$ cat src/rtl/dlart_multi_if.sv
// CPU register-access bus and per-channel host byte links of dlart_multi, parameterised by channel count.
interface dlart_multi_if #(parameter int NCH = 1);
    logic [21:0]      bus_addr;
    logic             bus_rd;
    logic             bus_wr;
    logic             bus_byte;
    logic [15:0]      bus_wdata;
    logic [15:0]      bus_rdata;
    logic             bus_hit;
    logic [NCH-1:0]   rx_irq;
    logic [NCH-1:0]   tx_irq;
    logic [NCH-1:0]   h_rx_valid;
    logic [8*NCH-1:0] h_rx_data;
    logic [NCH-1:0]   h_rx_ready;
    logic [NCH-1:0]   h_tx_valid;
    logic [8*NCH-1:0] h_tx_data;
    logic [NCH-1:0]   h_tx_ready;

    modport master (
        output bus_addr, bus_rd, bus_wr, bus_byte, bus_wdata, h_rx_valid, h_rx_data, h_tx_ready,
        input  bus_rdata, bus_hit, rx_irq, tx_irq, h_rx_ready, h_tx_valid, h_tx_data
    );

    modport slave (
        input  bus_addr, bus_rd, bus_wr, bus_byte, bus_wdata, h_rx_valid, h_rx_data, h_tx_ready,
        output bus_rdata, bus_hit, rx_irq, tx_irq, h_rx_ready, h_tx_valid, h_tx_data
    );
endinterface

$ cat src/rtl/dlart_multi.sv
// N-channel DL11-style console unit: RCSR/RBUF/XCSR/XBUF per channel over RX/TX byte FIFOs; DLART_LOOPBACK_EN adds XCSR MAINT loopback.
// Register reads return one cycle after the strobe; host links are valid/ready, full RX deasserts ready and full TX drops XBUF writes.

module dlart_fifo #(
    parameter int DEPTH = 4
) (
    input  logic       clk_x2,
    input  logic       rstb,
    input  logic       push,
    input  logic [7:0] push_dat,
    input  logic       pop,
    output logic [7:0] head,
    output logic       empty,
    output logic       full
);
    localparam int AW = $clog2(DEPTH);

    logic [7:0]  mem [DEPTH];
    logic [AW:0] wptr;
    logic [AW:0] rptr;

    // Extra pointer bit separates full from empty when the index bits match.
    assign empty = (wptr == rptr);
    assign full  = (wptr == {~rptr[AW], rptr[AW-1:0]});
    assign head  = mem[rptr[AW-1:0]];

    always_ff @(posedge clk_x2) begin
        if (!rstb) begin
            wptr <= '0;
            rptr <= '0;
        end else begin
            if (push && !full)
                wptr <= wptr + (AW+1)'(1);
            if (pop && !empty)
                rptr <= rptr + (AW+1)'(1);
        end
    end

    always_ff @(posedge clk_x2) begin
        if (push && !full)
            mem[wptr[AW-1:0]] <= push_dat;
    end
endmodule

module dlart_multi #(
    parameter int          NCH      = 1,
    parameter logic [21:0] BASE     = 22'o17777560,
    parameter int          STRIDE   = 8,
    parameter int          RX_DEPTH = 4,
    parameter int          TX_DEPTH = 4
) (
    input logic          clk_x2,
    input logic          rstb,
    dlart_multi_if.slave io
);
    logic [NCH-1:0]    chan_hit;
    logic              any_hit;
    logic [16*NCH-1:0] rd_words;
    logic [15:0]       rd_mux;
    logic [NCH-1:0]    rx_irq_v;
    logic [NCH-1:0]    tx_irq_v;
    logic [NCH-1:0]    rx_ready_v;
    logic [NCH-1:0]    tx_valid_v;
    logic [8*NCH-1:0]  tx_data_v;

    always_comb begin
        chan_hit = '0;
        for (int c = 0; c < NCH; c++) begin
            if (({1'b0, io.bus_addr} >= 23'(BASE) + 23'(c * STRIDE)) &&
                ({1'b0, io.bus_addr} <= 23'(BASE) + 23'(c * STRIDE + 7)))
                chan_hit[c] = 1'b1;
        end
    end

    assign any_hit = |chan_hit;

    always_comb begin
        rd_mux = '0;
        for (int c = 0; c < NCH; c++) begin
            if (chan_hit[c])
                rd_mux = rd_mux | rd_words[16*c +: 16];
        end
    end

    always_ff @(posedge clk_x2) begin
        if (!rstb) begin
            io.bus_rdata <= '0;
            io.bus_hit   <= 1'b0;
        end else begin
            io.bus_hit   <= io.bus_rd && any_hit;
            io.bus_rdata <= (io.bus_rd && any_hit) ? rd_mux : 16'h0000;
        end
    end

    assign io.rx_irq     = rx_irq_v;
    assign io.tx_irq     = tx_irq_v;
    assign io.h_rx_ready = rx_ready_v;
    assign io.h_tx_valid = tx_valid_v;
    assign io.h_tx_data  = tx_data_v;

    for (genvar g = 0; g < NCH; g++) begin : g_ch
        logic [1:0]  off;
        logic        rd_sel;
        logic        wr_lo;
        logic        rie;
        logic        xie;
        logic        maint;
        logic        loop;
        logic        rx_push;
        logic        rx_pop;
        logic [7:0]  rx_in;
        logic [7:0]  rx_head;
        logic        rx_empty;
        logic        rx_full;
        logic        tx_push;
        logic        tx_pop;
        logic [7:0]  tx_head;
        logic        tx_empty;
        logic        tx_full;
        logic        rx_irq_q;
        logic        tx_irq_q;
        logic [15:0] rd_word;

        assign off    = io.bus_addr[2:1];
        assign rd_sel = io.bus_rd && chan_hit[g];
        // High-byte writes land on no register bits.
        assign wr_lo  = io.bus_wr && chan_hit[g] && !(io.bus_byte && io.bus_addr[0]);

`ifdef DLART_LOOPBACK_EN
        always_ff @(posedge clk_x2) begin
            if (!rstb)
                maint <= 1'b0;
            else if (wr_lo && off == 2'd2)
                maint <= io.bus_wdata[2];
        end
        assign loop = maint && !tx_empty && !rx_full;
`else
        assign maint = 1'b0;
        assign loop  = 1'b0;
`endif

        assign rx_push = (io.h_rx_valid[g] && rx_ready_v[g]) || loop;
        assign rx_in   = loop ? tx_head : io.h_rx_data[8*g +: 8];
        assign rx_pop  = rd_sel && off == 2'd1;
        assign tx_push = wr_lo && off == 2'd3;
        assign tx_pop  = (tx_valid_v[g] && io.h_tx_ready[g]) || loop;

        dlart_fifo #(.DEPTH(RX_DEPTH)) u_rx (
            .clk_x2   (clk_x2),
            .rstb     (rstb),
            .push     (rx_push),
            .push_dat (rx_in),
            .pop      (rx_pop),
            .head     (rx_head),
            .empty    (rx_empty),
            .full     (rx_full)
        );

        dlart_fifo #(.DEPTH(TX_DEPTH)) u_tx (
            .clk_x2   (clk_x2),
            .rstb     (rstb),
            .push     (tx_push),
            .push_dat (io.bus_wdata[7:0]),
            .pop      (tx_pop),
            .head     (tx_head),
            .empty    (tx_empty),
            .full     (tx_full)
        );

        assign rx_ready_v[g]         = rstb && !rx_full && !maint;
        assign tx_valid_v[g]         = !tx_empty && !maint;
        assign tx_data_v[8*g +: 8]   = tx_head;
        assign rx_irq_v[g]           = rx_irq_q;
        assign tx_irq_v[g]           = tx_irq_q;

        always_ff @(posedge clk_x2) begin
            if (!rstb) begin
                rie      <= 1'b0;
                xie      <= 1'b0;
                rx_irq_q <= 1'b0;
                tx_irq_q <= 1'b0;
            end else begin
                if (wr_lo && off == 2'd0)
                    rie <= io.bus_wdata[6];
                if (wr_lo && off == 2'd2)
                    xie <= io.bus_wdata[6];
                rx_irq_q <= rie && !rx_empty;
                tx_irq_q <= xie && !tx_full;
            end
        end

        always_comb begin
            rd_word = '0;
            case (off)
                2'd0:    rd_word = {8'h00, !rx_empty, rie, 6'b000000};
                2'd1:    rd_word = {8'h00, rx_empty ? 8'h00 : rx_head};
                2'd2:    rd_word = {8'h00, !tx_full, xie, 3'b000, maint, 2'b00};
                default: rd_word = '0;
            endcase
        end

        assign rd_words[16*g +: 16] = rd_word;
    end
endmodule

$ cat src/flat_wrapper.sv
// flat-port wrapper written by rule: the top's interface ports become plain ports
module dlart_multi_flat 
#(
    parameter int          NCH      = 1,
    parameter logic [21:0] BASE     = 22'o17777560,
    parameter int          STRIDE   = 8,
    parameter int          RX_DEPTH = 4,
    parameter int          TX_DEPTH = 4
)
  (clk_x2, rstb, io_bus_addr, io_bus_rd, io_bus_wr, io_bus_byte, io_bus_wdata, io_h_rx_valid, io_h_rx_data, io_h_tx_ready, io_bus_rdata, io_bus_hit, io_rx_irq, io_tx_irq, io_h_rx_ready, io_h_tx_valid, io_h_tx_data);
  dlart_multi_if #(.NCH(NCH)) io_i ();
  input logic clk_x2;
  input logic rstb;
  input wire logic [$bits(io_i.bus_addr)-1:0] io_bus_addr;
  input wire logic [$bits(io_i.bus_rd)-1:0] io_bus_rd;
  input wire logic [$bits(io_i.bus_wr)-1:0] io_bus_wr;
  input wire logic [$bits(io_i.bus_byte)-1:0] io_bus_byte;
  input wire logic [$bits(io_i.bus_wdata)-1:0] io_bus_wdata;
  input wire logic [$bits(io_i.h_rx_valid)-1:0] io_h_rx_valid;
  input wire logic [$bits(io_i.h_rx_data)-1:0] io_h_rx_data;
  input wire logic [$bits(io_i.h_tx_ready)-1:0] io_h_tx_ready;
  output wire logic [$bits(io_i.bus_rdata)-1:0] io_bus_rdata;
  output wire logic [$bits(io_i.bus_hit)-1:0] io_bus_hit;
  output wire logic [$bits(io_i.rx_irq)-1:0] io_rx_irq;
  output wire logic [$bits(io_i.tx_irq)-1:0] io_tx_irq;
  output wire logic [$bits(io_i.h_rx_ready)-1:0] io_h_rx_ready;
  output wire logic [$bits(io_i.h_tx_valid)-1:0] io_h_tx_valid;
  output wire logic [$bits(io_i.h_tx_data)-1:0] io_h_tx_data;
  assign io_i.bus_addr = io_bus_addr;
  assign io_i.bus_rd = io_bus_rd;
  assign io_i.bus_wr = io_bus_wr;
  assign io_i.bus_byte = io_bus_byte;
  assign io_i.bus_wdata = io_bus_wdata;
  assign io_i.h_rx_valid = io_h_rx_valid;
  assign io_i.h_rx_data = io_h_rx_data;
  assign io_i.h_tx_ready = io_h_tx_ready;
  assign io_bus_rdata = io_i.bus_rdata;
  assign io_bus_hit = io_i.bus_hit;
  assign io_rx_irq = io_i.rx_irq;
  assign io_tx_irq = io_i.tx_irq;
  assign io_h_rx_ready = io_i.h_rx_ready;
  assign io_h_tx_valid = io_i.h_tx_valid;
  assign io_h_tx_data = io_i.h_tx_data;
  dlart_multi #(.NCH(NCH), .BASE(BASE), .STRIDE(STRIDE), .RX_DEPTH(RX_DEPTH), .TX_DEPTH(TX_DEPTH)) u_core (.clk_x2(clk_x2), .rstb(rstb), .io(io_i));
endmodule
$ cat config.mk
export PLATFORM = sky130hd
export DESIGN_NAME = dlart_multi_flat
export DESIGN_NICKNAME = d
export VERILOG_FILES = /design/src/rtl/dlart_multi_if.sv /design/src/rtl/dlart_multi.sv /design/src/flat_wrapper.sv
export SDC_FILE = /design/constraint.sdc
export NUM_CORES = 1
export LEC_CHECK = 0
export CAP_MARGIN = 20
export CORE_UTILIZATION = 67
export DETAILED_ROUTE_END_ITERATION = 12
export DONT_BUFFER_PORTS = 1
export PLACE_DENSITY = 0.9
export SLEW_MARGIN = 20
export SYNTH_ARGS = -nofsm -noshare
export SYNTH_HDL_FRONTEND = slang
export SYNTH_HIERARCHICAL = 1
export SYNTH_SLANG_ARGS = --single-unit
export TNS_END_PERCENT = 100
$ cat constraint.sdc
create_clock -name clk_x2 -period 4.2 [get_ports clk_x2]
set_clock_uncertainty 0.15 [all_clocks]
set_input_delay 0.42 -clock clk_x2 [delete_from_list [all_inputs] [get_ports clk_x2]]
set_output_delay 0.42 -clock clk_x2 [all_outputs]
set_load 0.005 [all_outputs]
==> flow_metrics.py <==
metrics = {
    "clock_tree": {
        "clk_pin_slew_ns": 0.09,
        "cts-root-buf": "clkbuf_8",
        "worstSkewPairLatency_ns": 0.35,
        "clkSinkCount": 93,
        "htree_levels": 3,
        "cts_tree": "built",
        "cts_made_buffers": 9,
        "cts_buffer_depth": 2,
    },
    "synthesis": {
        "yosysWarningCount": 6,
        "syn_inst": 292,
        "synth_flop_cell": "edfxtp_1",
        "synth.distinct_cells": 40,
        "syn_avg_cell_area_um2": 14.0,
        "synth_edf_count": 64,
        "syn_area_um2": 4080,
        "yosysSeqAreaShare": 0.613,
        "ys_seq_elements": 93,
        "synthArstFlopShare": 0,
    },
    "drt": {
        "totalWireLength_um": 8740,
        "detailroute.via_count": 2667,
        "wl_per_cell_um": 22.3,
        "ant_nets": 0,
        "vias_per_cell": 6.80,
        "drt_pre_antenna_iters": 5,
        "drc": 0,
        "drtIter0Drc": 215,
    },
    "status": {
        "outcome": "finished clean",
    },
    "sta": {
        "fin_crit_sh": 0.671,
        "fin_crit_ns": 2.82,
        "relSlewSlack": 0.457,
        "setup_violations": 0,
        "drv_slew": 0,
        "setup_tns_ns": 0,
        "timing.final.hold_violations": 0,
        "rsz0062_at_grt": "false",
        "tightest_slew_ns": 0.813,
        "max_freq_mhz": 355,
    },
    "global_route": {
        "gr-total-overflow": 0,
        "grt_pass1_vias": 2490,
        "track_usage": 0.270,
        "grt_max_degree": 20,
        "antenna_found_initial": 0,
        "grt_pass1_wl_um": 12400,
    },
    "power": {
        "vdd_drop_max_mv": 0.434,
        "total_power_uw": 1800,
        "power.leakage_uw": 0.00154,
        "power_density_nw_per_um2": 402,
    },
    "worst_setup_path": {
        "end_kind": "register",
        "worstPathRequired_ns": 4.04,
        "critical_path_class": "register to register",
        "worst_setup_path_start_kind": "register",
        "cp_max_fo": 8,
        "crit_arrival_ns": 2.66,
    },
    "placement": {
        "globalplace.congestion": 0.883,
        "place_hpwl_um": 5660,
        "portBuffers": 0,
    },
    "die": {
        "core_um2": 5890,
        "die-height_um": 80.0,
        "die-width_um": 80.0,
        "rows": 28,
        "fp.dieArea_um2": 6400,
        "io_pins": 82,
        "start_util": 0.693,
    },
    "final_layout": {
        "layout_commonest_cell": "edfxtp_1",
        "fillers": 327,
        "drive_gt1_frac": 0.110,
        "mostFrequentLayoutCells": "edfxtp_1 (64), dfxtp_1 (29), dlygate4sd3_1 (20)",
        "final_util": 0.761,
        "antenna_cells": 0,
        "final_nets": 375,
        "syn2layout_area_growth_pct": 9.82,
    },
    "hold_path": {
        "hp-class": "input pin to register",
    },
    "job": {
        "drv_cap": 0,
    },
}
timing repair:
action | 4_1_cts | 5_1_grt
setup buffers | 0 | 0
resized for setup | 0 | 0
hold buffers | 7 | 13
endpoints found under the hold margin | 22 | 37
synthesized netlist by cell type (2+ instances only):
library cell	count	area share
a211o_1	8	0.017
a211oi_1	2	0.0037
a21oi_1	5	0.0061
a31oi_1	5	0.0077
a41oi_1	4	0.0086
and2_1	10	0.015
and3_1	8	0.012
buf_1	2	0.0018
buf_2	3	0.0037
buf_4	8	0.015
buf_6	2	0.0055
clkbuf_4	2	0.0037
dfxtp_1	29	0.14
edfxtp_1	64	0.47
ha_1	10	0.031
inv_1	13	0.012
mux2i_1	3	0.0074
mux4_2	16	0.088
nand2_1	11	0.010
nand3_1	9	0.011
nand3b_1	9	0.017
nand4_1	7	0.011
nor2_1	11	0.010
nor3_1	11	0.013
nor3b_1	2	0.0037
nor4_2	2	0.0061
o211ai_1	4	0.0074
o21ai_0	8	0.0098
o31a_1	2	0.0043
or4_1	2	0.0037
xnor2_1	6	0.013
xor2_1	6	0.013
final timing paths:
check,startpoint,to,slack (ns),depth (start not counted)
worst max register to register,u_core/g_ch[0].u_rx/wptr[0],u_core/g_ch[0].u_rx/mem[3][5],1.38,6
worst max-delay path,u_core/g_ch[0].u_rx/wptr[0],u_core/g_ch[0].u_rx/mem[3][5],1.38,6
worst min register to register,u_core/g_ch[0].rie,u_core/g_ch[0].rie,0.34,2
worst min-delay path,io_bus_wdata[7],u_core/g_ch[0].u_tx/mem[0][7],0.01,0
final cells by class:
class / count / area [µm²] / share of cell area
Clock buffer: 10 / 138 / 0.0307
Clock inverter: 6 / 66.3 / 0.0148
Inverter: 13 / 48.8 / 0.0109
Multi-Input combinational cell: 175 / 1430 / 0.319
Sequential cell: 93 / 2500 / 0.559
Tap cell: 75 / 93.8 / 0.0209
Timing Repair Buffer: 20 / 200 / 0.0447
cell families after synthesis:
family,synth area share
xor+xnor,0.0258
fa+ha+maj,0.0307
mux,0.0957
buf+inv,0.0423
other cells,0.000919
compound gates,0.0687
simple gates,0.122
flops,0.613
routing by layer:
| metal | GRT usage | wire, µm |
|---|---|---|
| met5 | 0 | 0 |
| met2 | 0.447 | 4360 |
| met3 | 0.0869 | 817 |
| met4 | 0.116 | 276 |
| met1 | 0.324 | 3280 |
sequential cells by signal (all words and copies together) (netlist names), named ones only:
name	flops
u_core/io.bus_hit	1
u_core/g_ch.u_tx/wptr	3
u_core/g_ch.u_tx/mem	32
u_core/g_ch.xie	1
u_core/g_ch.u_rx/wptr	3
u_core/io.bus_rdata	8
u_core/g_ch.rie	1
u_core/io.rx_irq	1
u_core/g_ch.u_tx/rptr	3
u_core/g_ch.u_rx/rptr	3
u_core/g_ch.u_rx/mem	32
u_core/io.tx_irq	1
critical path, cell delays in order (launching register included):
cell and delay [ns]:
dfxtp_1 0.49, xor2_1 0.46, nor3_1 0.14, nor2_1 0.18, and2_1 0.27, nand2_1 0.15, nor2_1 0.61
metrics by stage:
step | hold WS, ns | setup slack [ns] | cell area [µm²] | std cells
2_1_floorplan | 0.281 | 1.94 | 4110 | 299
3_3_place_gp | 0.318 | 1.46 | 4080 | 356
3_5_place_dp | 0.322 | 1.44 | 4080 | 356
4_1_cts | 0.000703 | 1.43 | 4350 | 379
5_1_grt | -0.00321 | 1.16 | 4480 | 392
6_report | 0.0113 | 1.38 | 4480 | 392
report_power, final:
group / total, µW / leakage (µW) / switching (µW) / internal, µW
clock: 614 / 0.000107 / 318 / 296
combinational: 162 / 0.000622 / 82.9 / 78.9
sequential: 1020 / 0.000812 / 29.1 / 995
total: 1800 / 0.00154 / 430 / 1370
Note: power is estimated with default switching activity, not from simulation.
